`src/rtl/uart_hex_sender_pkg.sv`:
```
// Shared definitions for the UART text blocks: ASCII constants and hex-sender FSM states.
// The optional "0x" prefix is enabled by defining UART_HEX_SENDER_PREFIX_EN.
package uart_hex_sender_pkg;

    localparam int unsigned BYTE_W = 8;

    localparam logic [BYTE_W-1:0] ASC_0     = 8'h30;
    localparam logic [BYTE_W-1:0] ASC_A_M10 = 8'h37;
    localparam logic [BYTE_W-1:0] ASC_CR    = 8'h0D;
    localparam logic [BYTE_W-1:0] ASC_LF    = 8'h0A;
`ifdef UART_HEX_SENDER_PREFIX_EN
    localparam logic [BYTE_W-1:0] ASC_X     = 8'h78;
`endif

    typedef enum logic [2:0] {
        ST_IDLE  = 3'd0,
`ifdef UART_HEX_SENDER_PREFIX_EN
        ST_PFX0  = 3'd1,
        ST_PFX1  = 3'd2,
`endif
        ST_DIGIT = 3'd3,
        ST_CR    = 3'd4,
        ST_LF    = 3'd5
    } state_e;

endpackage

```
`src/rtl/uart_hex_sender_hex_ascii.sv`:
```
// Combinational nibble to uppercase ASCII hex digit ('0'-'9', 'A'-'F').
module hex_ascii
    import uart_hex_sender_pkg::*;
(
    input  logic [3:0]        nib_i,
    output logic [BYTE_W-1:0] ascii_o
);

    // Digits map onto '0'.., letters onto 'A'.. via the 'A'-10 offset
    always_comb begin
        if (nib_i < 4'd10) begin
            ascii_o = ASC_0 + {4'h0, nib_i};
        end else begin
            ascii_o = ASC_A_M10 + {4'h0, nib_i};
        end
    end

endmodule

```
`src/rtl/uart_hex_sender.sv`:
```
// Prints a binary word as uppercase ASCII hex (MSB nibble first, optional CR LF) into uart_tx.
// Define UART_HEX_SENDER_PREFIX_EN to emit a "0x" prefix before the digits.
module uart_hex_sender
    import uart_hex_sender_pkg::*;
#(
    parameter int unsigned WIDTH   = 32,
    parameter int unsigned NEWLINE = 1
) (
    input  logic             clk,
    input  logic             rst,
    input  logic             word_valid,
    input  logic [WIDTH-1:0] word_in,
    output logic             word_ready,
    output logic             tx_en,
    output logic [7:0]       tx_data,
    input  logic             tx_rdy
);

    localparam int unsigned N     = WIDTH / 4;
    localparam int unsigned CNT_W = (N > 1) ? $clog2(N) : 1;

    state_e             state_q, state_d;
    logic [WIDTH-1:0]   shreg_q, shreg_d;
    logic [CNT_W-1:0]   nib_cnt_q, nib_cnt_d;
    logic               tx_en_q, tx_en_d;
    logic [BYTE_W-1:0]  tx_data_q, tx_data_d;
    logic               accept_c;
    logic               byte_done_c;
    logic [3:0]         digit_nib_c;
    logic [BYTE_W-1:0]  digit_ascii_c;

    assign word_ready  = (state_q == ST_IDLE) && !rst;
    assign accept_c    = word_valid && word_ready;
    assign byte_done_c = tx_en_q && tx_rdy;
    assign tx_en       = tx_en_q;
    assign tx_data     = tx_data_q;

    // Digit for the byte that will be on tx_data next cycle
    assign digit_nib_c = shreg_d[WIDTH-1 -: 4];

    hex_ascii u_hex_ascii (
        .nib_i   (digit_nib_c),
        .ascii_o (digit_ascii_c)
    );

    // State register
    always_ff @(posedge clk) begin
        if (rst) begin
            state_q <= ST_IDLE;
        end else begin
            state_q <= state_d;
        end
    end

    // Datapath and output registers; reset discards any half-printed word
    always_ff @(posedge clk) begin
        if (rst) begin
            shreg_q   <= '0;
            nib_cnt_q <= '0;
            tx_en_q   <= 1'b0;
            tx_data_q <= 8'h00;
        end else begin
            shreg_q   <= shreg_d;
            nib_cnt_q <= nib_cnt_d;
            tx_en_q   <= tx_en_d;
            tx_data_q <= tx_data_d;
        end
    end

    // Next state: advance one byte per uart_tx handshake
    always_comb begin
        state_d   = state_q;
        shreg_d   = shreg_q;
        nib_cnt_d = nib_cnt_q;
        case (state_q)
            ST_IDLE: begin
                if (accept_c) begin
                    shreg_d   = word_in;
                    nib_cnt_d = CNT_W'(N - 1);
`ifdef UART_HEX_SENDER_PREFIX_EN
                    state_d   = ST_PFX0;
`else
                    state_d   = ST_DIGIT;
`endif
                end
            end
`ifdef UART_HEX_SENDER_PREFIX_EN
            ST_PFX0: begin
                if (byte_done_c) state_d = ST_PFX1;
            end
            ST_PFX1: begin
                if (byte_done_c) state_d = ST_DIGIT;
            end
`endif
            ST_DIGIT: begin
                if (byte_done_c) begin
                    shreg_d = shreg_q << 4;
                    if (nib_cnt_q == '0) begin
                        state_d = (NEWLINE != 0) ? ST_CR : ST_IDLE;
                    end else begin
                        nib_cnt_d = nib_cnt_q - CNT_W'(1);
                    end
                end
            end
            ST_CR: begin
                if (byte_done_c) state_d = ST_LF;
            end
            ST_LF: begin
                if (byte_done_c) state_d = ST_IDLE;
            end
            default: begin
                state_d = ST_IDLE;
            end
        endcase
    end

    // Output: byte offered in the upcoming state, so there is no gap between bytes
    always_comb begin
        tx_en_d   = 1'b0;
        tx_data_d = 8'h00;
        case (state_d)
`ifdef UART_HEX_SENDER_PREFIX_EN
            ST_PFX0: begin
                tx_en_d   = 1'b1;
                tx_data_d = ASC_0;
            end
            ST_PFX1: begin
                tx_en_d   = 1'b1;
                tx_data_d = ASC_X;
            end
`endif
            ST_DIGIT: begin
                tx_en_d   = 1'b1;
                tx_data_d = digit_ascii_c;
            end
            ST_CR: begin
                tx_en_d   = 1'b1;
                tx_data_d = ASC_CR;
            end
            ST_LF: begin
                tx_en_d   = 1'b1;
                tx_data_d = ASC_LF;
            end
            default: begin
                tx_en_d   = 1'b0;
                tx_data_d = 8'h00;
            end
        endcase
    end

endmodule
```
`config.mk`:
```
export PLATFORM = sky130hd
export DESIGN_NAME = uart_hex_sender
export DESIGN_NICKNAME = d
export VERILOG_FILES = /design/src/rtl/uart_hex_sender_pkg.sv /design/src/rtl/uart_hex_sender_hex_ascii.sv /design/src/rtl/uart_hex_sender.sv
export SDC_FILE = /design/constraint.sdc
export NUM_CORES = 1
export LEC_CHECK = 0
export ABC_AREA = 1
export CORE_ASPECT_RATIO = 1.1
export CORE_MARGIN = 10
export CORE_UTILIZATION = 35
export CTS_BUF_LIST = sky130_fd_sc_hd__clkbuf_16
export CTS_CLUSTER_SIZE = 25
export DETAILED_ROUTE_END_ITERATION = 12
export MAX_ROUTING_LAYER = met4
export PLACE_DENSITY = 0.69
export SLEW_MARGIN = 10
export SYNTH_ARGS = -nofsm -noshare
export SYNTH_HDL_FRONTEND = slang
export SYNTH_SLANG_ARGS = --single-unit
```
`constraint.sdc`:
```
create_clock -name clk -period 1.6 [get_ports clk]
set_clock_uncertainty 0.05 [all_clocks]
set_input_delay 0.16 -clock clk [delete_from_list [all_inputs] [get_ports clk]]
set_output_delay 0.16 -clock clk [all_outputs]
set_load 0.05 [all_outputs]
```
==> flow_summary.ini <==
[run_status]
outcome = finished, violations left
violations = setup timing

[synthesis]
yosysWarnings = 0
synth_flop_cell = dfxtp_1
postSynthCellCount = 297
synth_top_area_share_pct = 42.0
synth_cell_types = 27
avgSynthCellArea_um2 = 7.39
yosys_register_bits = 46
syn_nets = 336
synthTopCellsByCount = nand2_1, dfxtp_1, inv_1
async_flop_share_pct = 0
synth_area_um2 = 2190
ys_top_cells_by_area = dfxtp_1, nand2_1, a22oi_1, inv_1, nand3_1
synth.most_common_cell = nand2_1
synth_area_leader_cell = dfxtp_1
synth_edf_count = 0
ys_seq_area_share_pct = 42.0

[floorplanning]
die_area_um2 = 9840
core_um2 = 6120
initial_core_util_pct = 35.8
dieWidth_um = 95.5
die_h_um = 103
ios = 46
rows = 30

[detailed_routing]
first_iter_violations = 90
vias = 2072
wl_per_cell_um = 12.9
wl_um = 5760
drc_errors = 0
viasPerCell = 4.64
ant_nets = 0
firstDrtPassIters = 4

[power_and_ir_drop]
p_total_uw = 2870
power.leakage_uw = 0.00161
p_per_area_nw_per_um2 = 908
peakVddDrop_mv = 0.503

[sta]
fmax_ghz = 0.617
fin_crit_sh_pct = 101
fin_ws_ns = -0.0213
slew_violations = 0
rsz0062_at_grt = yes
finalHoldViolations = 0
period_minus_slack_ns = 1.62
setup_viol = 2

[final_layout]
final_cells = 447
nNetsFinal = 405
area_growth_pct = 44.2
layout-drive-gt1-share_pct = 24.8
n_antenna_cell = 0

[global_route]
grt_pass1_wl_um = 9120
grt_pass1_vias = 1954
track_usage_pct = 11.8
grt-ovfl-total = 0
antenna_found_initial = 0
grt_max_degree = 29

[setup_path]
critical_path_class = flip-flop to flip-flop
startpoint_type = flip-flop
cp.required_ns = 1.78
cp_slowest_stage_delay_ns = 0.36
cp_cell_sequence = nor2_4, nand4_4, buf_4, nand3_2, nand3b_4, buf_4, a21oi_4, nand2_1, nand2_1
cpMaxStageDelayCell = dfxtp_4
worstPathMaxFanout = 5
crit_path_end_kind = flip-flop
cp.arrival_ns = 1.80

[clock_network]
cts.reportedPaths.clkPinSlew_ns = 0.06
ctsHoldBuffers = 0
cts_root_buf = clkbuf_16
cts_buffers = 5
clockBufferDepth = 2
cts.sinks = 46
cts_htree_levels = 2
cts_tree = done
clock_latency_ns = 0.28

[placed_design]
placed_cells = 431
io_buffers = 44
dp_hpwl_um = 3930
gp_congestion = 0.798

[job]
maxCapViolations = 0

[min_path]
hp-class = input port to flip-flop
[layout by cell type (no fill, tap or decap), drive strengths merged]
cell type,count
ha,3
conb,1
clkinvlp,1
buf,38
a21oi,11
bufinv,1
clkdlybuf4s50,35
nand2,108
o21ai,10
nand3,12
clkbuf,5
nand4,2
a22oi,24
nand3b,2
nor2,17
dfxtp,46
xnor2,1
inv,50
[report_power, final]
part           internal [uW]  switching [uW]  total [uW]  leakage, uW
combinational            226             246         472      0.00115
sequential              1200            30.5        1230     0.000378
clock                    737             435        1170    0.0000804
total                   2160             711        2870      0.00161
[registers in the layout, indices dropped and copies added, names as in the netlist]
signal / flops
shreg_q: 32
nib_cnt_q: 3
state_q: 3
tx_data: 7
tx_en: 1
[path summary, 6_finish.rpt]
path / depth (start not counted) / slack [ns] / from / to
setup / recovery: 9 / -0.02 / state_q[1] / tx_data[3]
hold / removal: 3 / 0.39 / word_in[0] / shreg_q[0]
setup reg to reg: 9 / -0.02 / state_q[1] / tx_data[3]
hold reg to reg: 1 / 0.40 / nib_cnt_q[0] / nib_cnt_q[0]
[per-layer routing]
metal	vias to the layer above	track usage [%]	part of all wire (%)
li1	1068	-	-
met1	952	14.5	45
met2	50	18.9	49
met3	2	3.42	5.8
met4	0	2.72	0.29
met5	-	-	0
[critical path, delay by kind of cell, from the launching register on]
kind	cells	cell delay [ns]
flops	1	0.36
buf+inv	2	0.36
simple gates	6	0.64
compound gates	1	0.14
[logic make-up (layout without fill, tap and decap cells)]
group | Yosys count | after routing | synth area share (%)
buf+inv | 61 | 130 | 11.1
fa+ha+maj | 3 | 3 | 1.71
xor+xnor | 1 | 1 | 0.399
flops | 46 | 46 | 42.0
other cells | 1 | 1 | 0.171
simple gates | 140 | 141 | 30.5
compound gates | 45 | 45 | 14.2
[stage by stage]
step / utilization (%) / TNS (ns) / area (um2) / worst slack, ns / hold WS (ns)
floorplan: - / 0 / 2230 / 0.00949 / 0.183
detailed placement: 46.9 / -4.09 / 2870 / -0.225 / 0.399
global placement: 46.9 / -3.61 / 2870 / -0.195 / 0.386
CTS: 50.2 / -0.000656 / 3070 / -0.000656 / 0.387
finish: 51.7 / -0.0273 / 3160 / -0.0213 / 0.388
global route: 51.7 / -0.546 / 3160 / -0.145 / 0.411
[cell type report]
class | count | area [um2]
clock buffer | 5 | 125
clock inverter | 3 | 43.8
fill | 565 | 2960
inverter | 49 | 186
multi-input combinational | 191 | 1120
sequential | 46 | 933
tap | 80 | 100
timing repair buffer | 73 | 656
[timing repair]
item / 4_1_cts / 5_1_grt
cloned: 0 / 1
endpoints found under the setup margin: 4 / 17
pin swaps: 4 / 4
setup buffers: 2 / 5
resized for setup: 3 / 14
hold endpoints to repair: 0 / 0
Power figures use the tool's default switching activity.
